$ cat config.mk
export PLATFORM = sky130hd
export DESIGN_NAME = regfile_sb
export DESIGN_NICKNAME = d
export VERILOG_FILES = /design/src/rtl/core_pkg.sv /design/src/rtl/reg_scoreboard.sv /design/src/rtl/regfile_sb.sv
export SDC_FILE = /design/constraint.sdc
export NUM_CORES = 2
export LEC_CHECK = 0
export BUFFER_PORTS_ARGS = -buffer_cell sky130_fd_sc_hd__buf_2
export CAP_MARGIN = 20
export CORE_MARGIN = 5
export CORE_UTILIZATION = 55
export CTS_CLUSTER_DIAMETER = 50
export CTS_CLUSTER_SIZE = 30
export DETAILED_ROUTE_END_ITERATION = 12
export PLACE_DENSITY = 0.8
export SLEW_MARGIN = 25
export SYNTH_ARGS = -nofsm -noshare
export SYNTH_HDL_FRONTEND = slang
export SYNTH_SLANG_ARGS = --single-unit
$ cat constraint.sdc
create_clock -name i_clk -period 4 [get_ports i_clk]
set_clock_uncertainty 0.05 [all_clocks]
set_input_delay 0.6 -clock i_clk [delete_from_list [all_inputs] [get_ports i_clk]]
set_output_delay 0.6 -clock i_clk [all_outputs]
set_load 0.02 [all_outputs]
$ cat src/rtl/core_pkg.sv
// Shared definitions for the integer register file and its scoreboard.
//   XLEN_DEF   : default register data width
//   NREGS_DEF  : default register count
//   reg_addr_t : register index type for the default configuration
//   REG_ZERO   : index of the hardwired-zero register
package core_pkg;

    localparam int XLEN_DEF  = 32;
    localparam int NREGS_DEF = 32;

    typedef logic [$clog2(NREGS_DEF)-1:0] reg_addr_t;

    localparam reg_addr_t REG_ZERO = '0;

endpackage

$ cat src/rtl/reg_scoreboard.sv
// Pending-register scoreboard: one pending bit per register, pending count,
// issue-ready and per-read-port busy flags.
// Ports:
//   i_clk, i_rst            : clock, synchronous active-high reset
//   i_rd_addr  [NREAD*AW]   : read addresses (port g at bits g*AW +: AW)
//   o_rd_busy  [NREAD]      : pending and not being written back this cycle
//   i_wr_en, i_wr_addr      : writeback strobe and register
//   i_iss_valid, i_iss_rd   : issue request and its destination register
//   o_iss_ready             : issue accepted this cycle
//   o_pend_cnt [CW]         : number of pending registers
module reg_scoreboard
    import core_pkg::*;
#(
    parameter int NREGS = NREGS_DEF,
    parameter int NREAD = 2,
    parameter int AW    = $clog2(NREGS),
    parameter int CW    = $clog2(NREGS + 1)
) (
    input  logic                  i_clk,
    input  logic                  i_rst,
    input  logic [NREAD*AW-1:0]   i_rd_addr,
    output logic [NREAD-1:0]      o_rd_busy,
    input  logic                  i_wr_en,
    input  logic [AW-1:0]         i_wr_addr,
    input  logic                  i_iss_valid,
    input  logic [AW-1:0]         i_iss_rd,
    output logic                  o_iss_ready,
    output logic [CW-1:0]         o_pend_cnt
);

    localparam logic [AW-1:0]    ZERO_ADDR = AW'(REG_ZERO);
    localparam logic [NREGS-1:0] ONE_HOT0  = {{(NREGS-1){1'b0}}, 1'b1};
    localparam logic [CW-1:0]    CNT_ONE   = {{(CW-1){1'b0}}, 1'b1};

    logic [NREGS-1:0] r_pending;
    logic [CW-1:0]    r_pend_cnt;

    logic             w_set;
    logic             w_clr;
    logic [NREGS-1:0] w_set_mask;
    logic [NREGS-1:0] w_clr_mask;
    logic [NREGS-1:0] w_pending_nxt;
    logic [CW-1:0]    w_cnt_nxt;

    // A writeback to the requested destination frees it in the same cycle.
    assign o_iss_ready = (i_iss_rd == ZERO_ADDR) | ~r_pending[i_iss_rd]
                       | (i_wr_en & (i_wr_addr == i_iss_rd));

    assign w_set = i_iss_valid & o_iss_ready & (i_iss_rd != ZERO_ADDR);
    // Only a clear of a register that is actually pending changes the count,
    // so a spurious writeback can never underflow it.
    assign w_clr = i_wr_en & (i_wr_addr != ZERO_ADDR) & r_pending[i_wr_addr];

    assign w_set_mask = w_set ? (ONE_HOT0 << i_iss_rd)  : '0;
    assign w_clr_mask = w_clr ? (ONE_HOT0 << i_wr_addr) : '0;
    // Set applied after clear: a new producer wins over a retiring one.
    assign w_pending_nxt = (r_pending & ~w_clr_mask) | w_set_mask;

    // Pending count next value: +1 per set, -1 per clear, net zero for both.
    always_comb begin
        w_cnt_nxt = r_pend_cnt;
        case ({w_set, w_clr})
            2'b10:   w_cnt_nxt = r_pend_cnt + CNT_ONE;
            2'b01:   w_cnt_nxt = r_pend_cnt - CNT_ONE;
            default: w_cnt_nxt = r_pend_cnt;
        endcase
    end

    // Pending bits and pending count state.
    always_ff @(posedge i_clk) begin
        if (i_rst) begin
            r_pending  <= '0;
            r_pend_cnt <= '0;
        end else begin
            r_pending  <= w_pending_nxt;
            r_pend_cnt <= w_cnt_nxt;
        end
    end

    assign o_pend_cnt = r_pend_cnt;

    for (genvar g = 0; g < NREAD; g++) begin : g_busy
        logic [AW-1:0] w_addr;
        assign w_addr = i_rd_addr[g*AW +: AW];
        // Register 0 is never pending, so it reads as not busy.
        assign o_rd_busy[g] = r_pending[w_addr] & ~(i_wr_en & (i_wr_addr == w_addr));
    end

endmodule

$ cat src/rtl/regfile_sb.sv
// Multi-read-port integer register file with pending-register scoreboard.
// Register 0 reads as zero and ignores writes; optional write-to-read bypass.
// Ports:
//   i_clk, i_rst             : clock, synchronous active-high reset
//   i_rd_addr  [NREAD*AW]    : read addresses (port g at bits g*AW +: AW)
//   o_rd_data  [NREAD*XLEN]  : combinational read data (port g at g*XLEN +: XLEN)
//   o_rd_busy  [NREAD]       : source register still pending
//   i_wr_en, i_wr_addr, i_wr_data : writeback port
//   i_iss_valid, i_iss_rd    : issue request and destination register
//   o_iss_ready              : issue accepted this cycle
//   o_pend_cnt [CW]          : number of pending registers
module regfile_sb
    import core_pkg::*;
#(
    parameter int XLEN   = XLEN_DEF,
    parameter int NREGS  = NREGS_DEF,
    parameter int NREAD  = 2,
    parameter int BYPASS = 1,
    localparam int AW    = $clog2(NREGS),
    localparam int CW    = $clog2(NREGS + 1)
) (
    input  logic                    i_clk,
    input  logic                    i_rst,
    input  logic [NREAD*AW-1:0]     i_rd_addr,
    output logic [NREAD*XLEN-1:0]   o_rd_data,
    output logic [NREAD-1:0]        o_rd_busy,
    input  logic                    i_wr_en,
    input  logic [AW-1:0]           i_wr_addr,
    input  logic [XLEN-1:0]         i_wr_data,
    input  logic                    i_iss_valid,
    input  logic [AW-1:0]           i_iss_rd,
    output logic                    o_iss_ready,
    output logic [CW-1:0]           o_pend_cnt
);

    localparam logic [AW-1:0] ZERO_ADDR = AW'(REG_ZERO);

    logic [XLEN-1:0] r_regs [NREGS];

    // Register storage; writes to register 0 are dropped.
    always_ff @(posedge i_clk) begin
        if (i_rst) begin
            for (int k = 0; k < NREGS; k++) begin
                r_regs[k] <= '0;
            end
        end else if (i_wr_en && (i_wr_addr != ZERO_ADDR)) begin
            r_regs[i_wr_addr] <= i_wr_data;
        end
    end

    for (genvar g = 0; g < NREAD; g++) begin : g_rd
        logic [AW-1:0] w_addr;
        logic          w_hit;
        assign w_addr = i_rd_addr[g*AW +: AW];
        assign w_hit  = (BYPASS != 0) && i_wr_en && (i_wr_addr == w_addr);
        assign o_rd_data[g*XLEN +: XLEN] = (w_addr == ZERO_ADDR) ? '0
                                         : (w_hit ? i_wr_data : r_regs[w_addr]);
    end

    reg_scoreboard #(
        .NREGS (NREGS),
        .NREAD (NREAD),
        .AW    (AW),
        .CW    (CW)
    ) u_sb (
        .i_clk       (i_clk),
        .i_rst       (i_rst),
        .i_rd_addr   (i_rd_addr),
        .o_rd_busy   (o_rd_busy),
        .i_wr_en     (i_wr_en),
        .i_wr_addr   (i_wr_addr),
        .i_iss_valid (i_iss_valid),
        .i_iss_rd    (i_iss_rd),
        .o_iss_ready (o_iss_ready),
        .o_pend_cnt  (o_pend_cnt)
    );

endmodule

==> metrics.yaml <==
timing:
  period_share: 0.950
  fin_ws_ns: 0.199
  whs_ns: 0.290
  slew_viol_final: 0
  worst_pin_slew_ns: 1.02
  setup_viol_count_final: 0
  rsz0062_at_grt: "no"
  setup_tns_ns: 0
  min_period_ns: 3.80
  slew-limit-headroom: 0.322
  finalHoldViolations: 0
  fmax_mhz: 263
critical_path:
  cp_max_fo: 22
  cp-start-kind: "input pin"
  cp-end-kind: "primary output"
  path_class: "in2out"
  crit_arrival_ns: 3.15
  worstPathRequired_ns: 3.35
placed_design:
  hpwlAfterDp_um: 113000
  placed_cell_area_mm2: 0.0618
  place_ws_ns: -0.0157
  place_congestion: 0.901
  portBuffers: 128
yosys:
  synth_top_area_cell: "edfxtp_1"
  async_reset_ff_frac: 0
  synth_top_cell_area_share: 0.532
  synth_edf_count: 1024
  syn_area_mm2: 0.0578
  avgSynthCellArea_um2: 15.4
  ys_ff_latch: 1062
  yosysWarnings: 0
  synth-main-ff-cell: "edfxtp_1"
  synthTopCellsByArea: "edfxtp_1 (53%), mux4_2 (25%), and2_1 (11%)"
  synthCells: 3740
  ys_seq_area_frac: 0.546
  synth.most_common_cell: "edfxtp_1"
  synth_cell_types: 59
  synthTopCellsByCount: "edfxtp_1 (1,024), and2_1 (992), mux4_2 (634), clkbuf_1 (282), nor2_1 (117)"
power:
  vdd_ir_drop_max_v: 0.000377
  powerDensity_mw_per_mm2: 420
  total_power_mw: 27.6
  leakage_nw: 22.4
flow_run:
  cap_viol_max_count: 0
clock_tree:
  cts_setup_buffers: 0
  path_clk_slew_ns: 0.07
  insertion_delay_ns: 0.72
  clockRootBuffer: "clkbuf_16"
  ctsHoldBuffers: 0
  numCtsBuffers: 107
  cts_tree: "done"
  htreeDepth: 3
  cts_sinks: 1062
  clock_path_buffers: 3
  post_cts_resized: 0
detailed_routing:
  dr_total_vias: 38402
  via_per_inst: 7.20
  ant_nets: 0
  drt_iter0_drc: 6839
  drtPass1Iterations: 5
  wl_um: 189000
  routedWlPerCell_um: 35.5
  drc: 0
final_layout:
  drive_gt1_frac: 0.327
  final_nets: 3908
  syn_to_final_growth_pct: 13.6
  final_cell_area_mm2: 0.0656
global_route:
  grt_pass1_wl_um: 270000
  grt-ovfl-total: 0
  use_met3: 0.0959
  grt_max_degree: 75
  antenna_found_initial: 13
  first_global_vias: 38906
  busiest_layer: "met2"
  use_met2: 0.524
  grtUsageTotal: 0.336
  met1_usage: 0.418
floorplanning:
  core_mm2: 0.104
  die_h_um: 334
  num_rows: 118
  dieArea_mm2: 0.112
  chipWidth_um: 334
  initial_core_util: 0.556
  pin_count: 129
outcome:
  status: "finished clean"
worst_hold_path:
  hold_class: "in2reg"
-- cells by family (layout without fill, tap and decap cells) --
group / count (synthesis) / after routing / share of synthesized area
muxes: 688 / 688 / 0.257
AOI/OAI and AO/OA: 245 / 245 / 0.0274
and+or+nand+nor: 1293 / 1293 / 0.133
xor gates and xnor gates: 20 / 20 / 0.00303
adders and majority gates: 6 / 6 / 0.00143
buffers and inverters: 425 / 593 / 0.0317
DFF: 1062 / 1062 / 0.546
other: 1 / 46 / 0.0000649
-- where the power goes --
group | switching (mW) | total [mW] | internal (mW) | leakage, nW
clock | 4.79 | 10.8 | 5.96 | 1.83
sequential | 0.328 | 13.1 | 12.8 | 10.1
combinational | 2.07 | 3.70 | 1.64 | 10.5
total | 7.19 | 27.6 | 20.4 | 22.4
-- placed cells by master (no fill, tap or decap), drive strengths merged, types with 4 or more instances in the layout --
master and instances:
or3 6, mux2 6, a21oi 39, o21ai 57
clkinvlp 8, ha 5, mux4 636, nor2 117
nand3 15, nand2b 6, diode 14, clkinv 29
a21o 4, dfxtp 38, buf 380, nor3 65
inv 41, mux2i 46, a211oi 34, nor2b 44
edfxtp 1024, conb 32, xor2 15, nand2 23
xnor2 5, o32ai 5, o311ai 25, nor4b 6
nor4 5, o22ai 64, and2 992, clkbuf 124
bufinv 11
-- routing by layer --
| metal | vias up | wire, um |
|---|---|---|
| met5 | - | 28 |
| met4 | 4 | 14700 |
| met3 | 876 | 26200 |
| met2 | 3508 | 88400 |
| met1 | 19243 | 59800 |
| li1 | 14771 | - |
-- final cells by class --
cell class,count,area (um2)
fill,7107,38300
sequential,1062,31500
multi-input combinational,2284,25200
timing repair buffer,380,3370
clock buffer,124,2820
tap,1380,1730
clock inverter,78,952
inverter,11,42.5
antenna,14,35.0
-- final timing paths --
| check | startpoint | end | slack (ns) | cells past startpoint |
|---|---|---|---|---|
| worst max-delay path | i_rd_addr[5] | o_rd_data[35] | 0.20 | 9 |
| worst max register to register | u_sb.r_pending[15] | u_sb.o_pend_cnt[5] | 0.51 | 14 |
| worst min-delay path | i_iss_valid | u_sb.r_pending[24] | 0.29 | 3 |
| worst min register to register | u_sb.o_pend_cnt[2] | u_sb.o_pend_cnt[2] | 0.47 | 2 |
-- sequential cells by signal (all words and copies together), names as in the netlist --
register	flops
u_sb.o_pend_cnt	6
u_sb.r_pending	32
r_regs	1024
-- through the flow --
step	util	std cells
floorplan	-	3771
global placement	0.595	5117
detailed placement	0.595	5117
CTS	0.631	5319
global route	0.631	5321
finish	0.631	5333
-- critical path, stage by stage --
cell     delay, ns
buf_8         0.19
buf_12        0.28
buf_4         0.28
mux4_2        0.54
mux4_2        0.49
o22ai_1       0.30
nor3_1        0.11
buf_4         0.16
buf_2         0.15
Power figures use the tool's default switching activity.
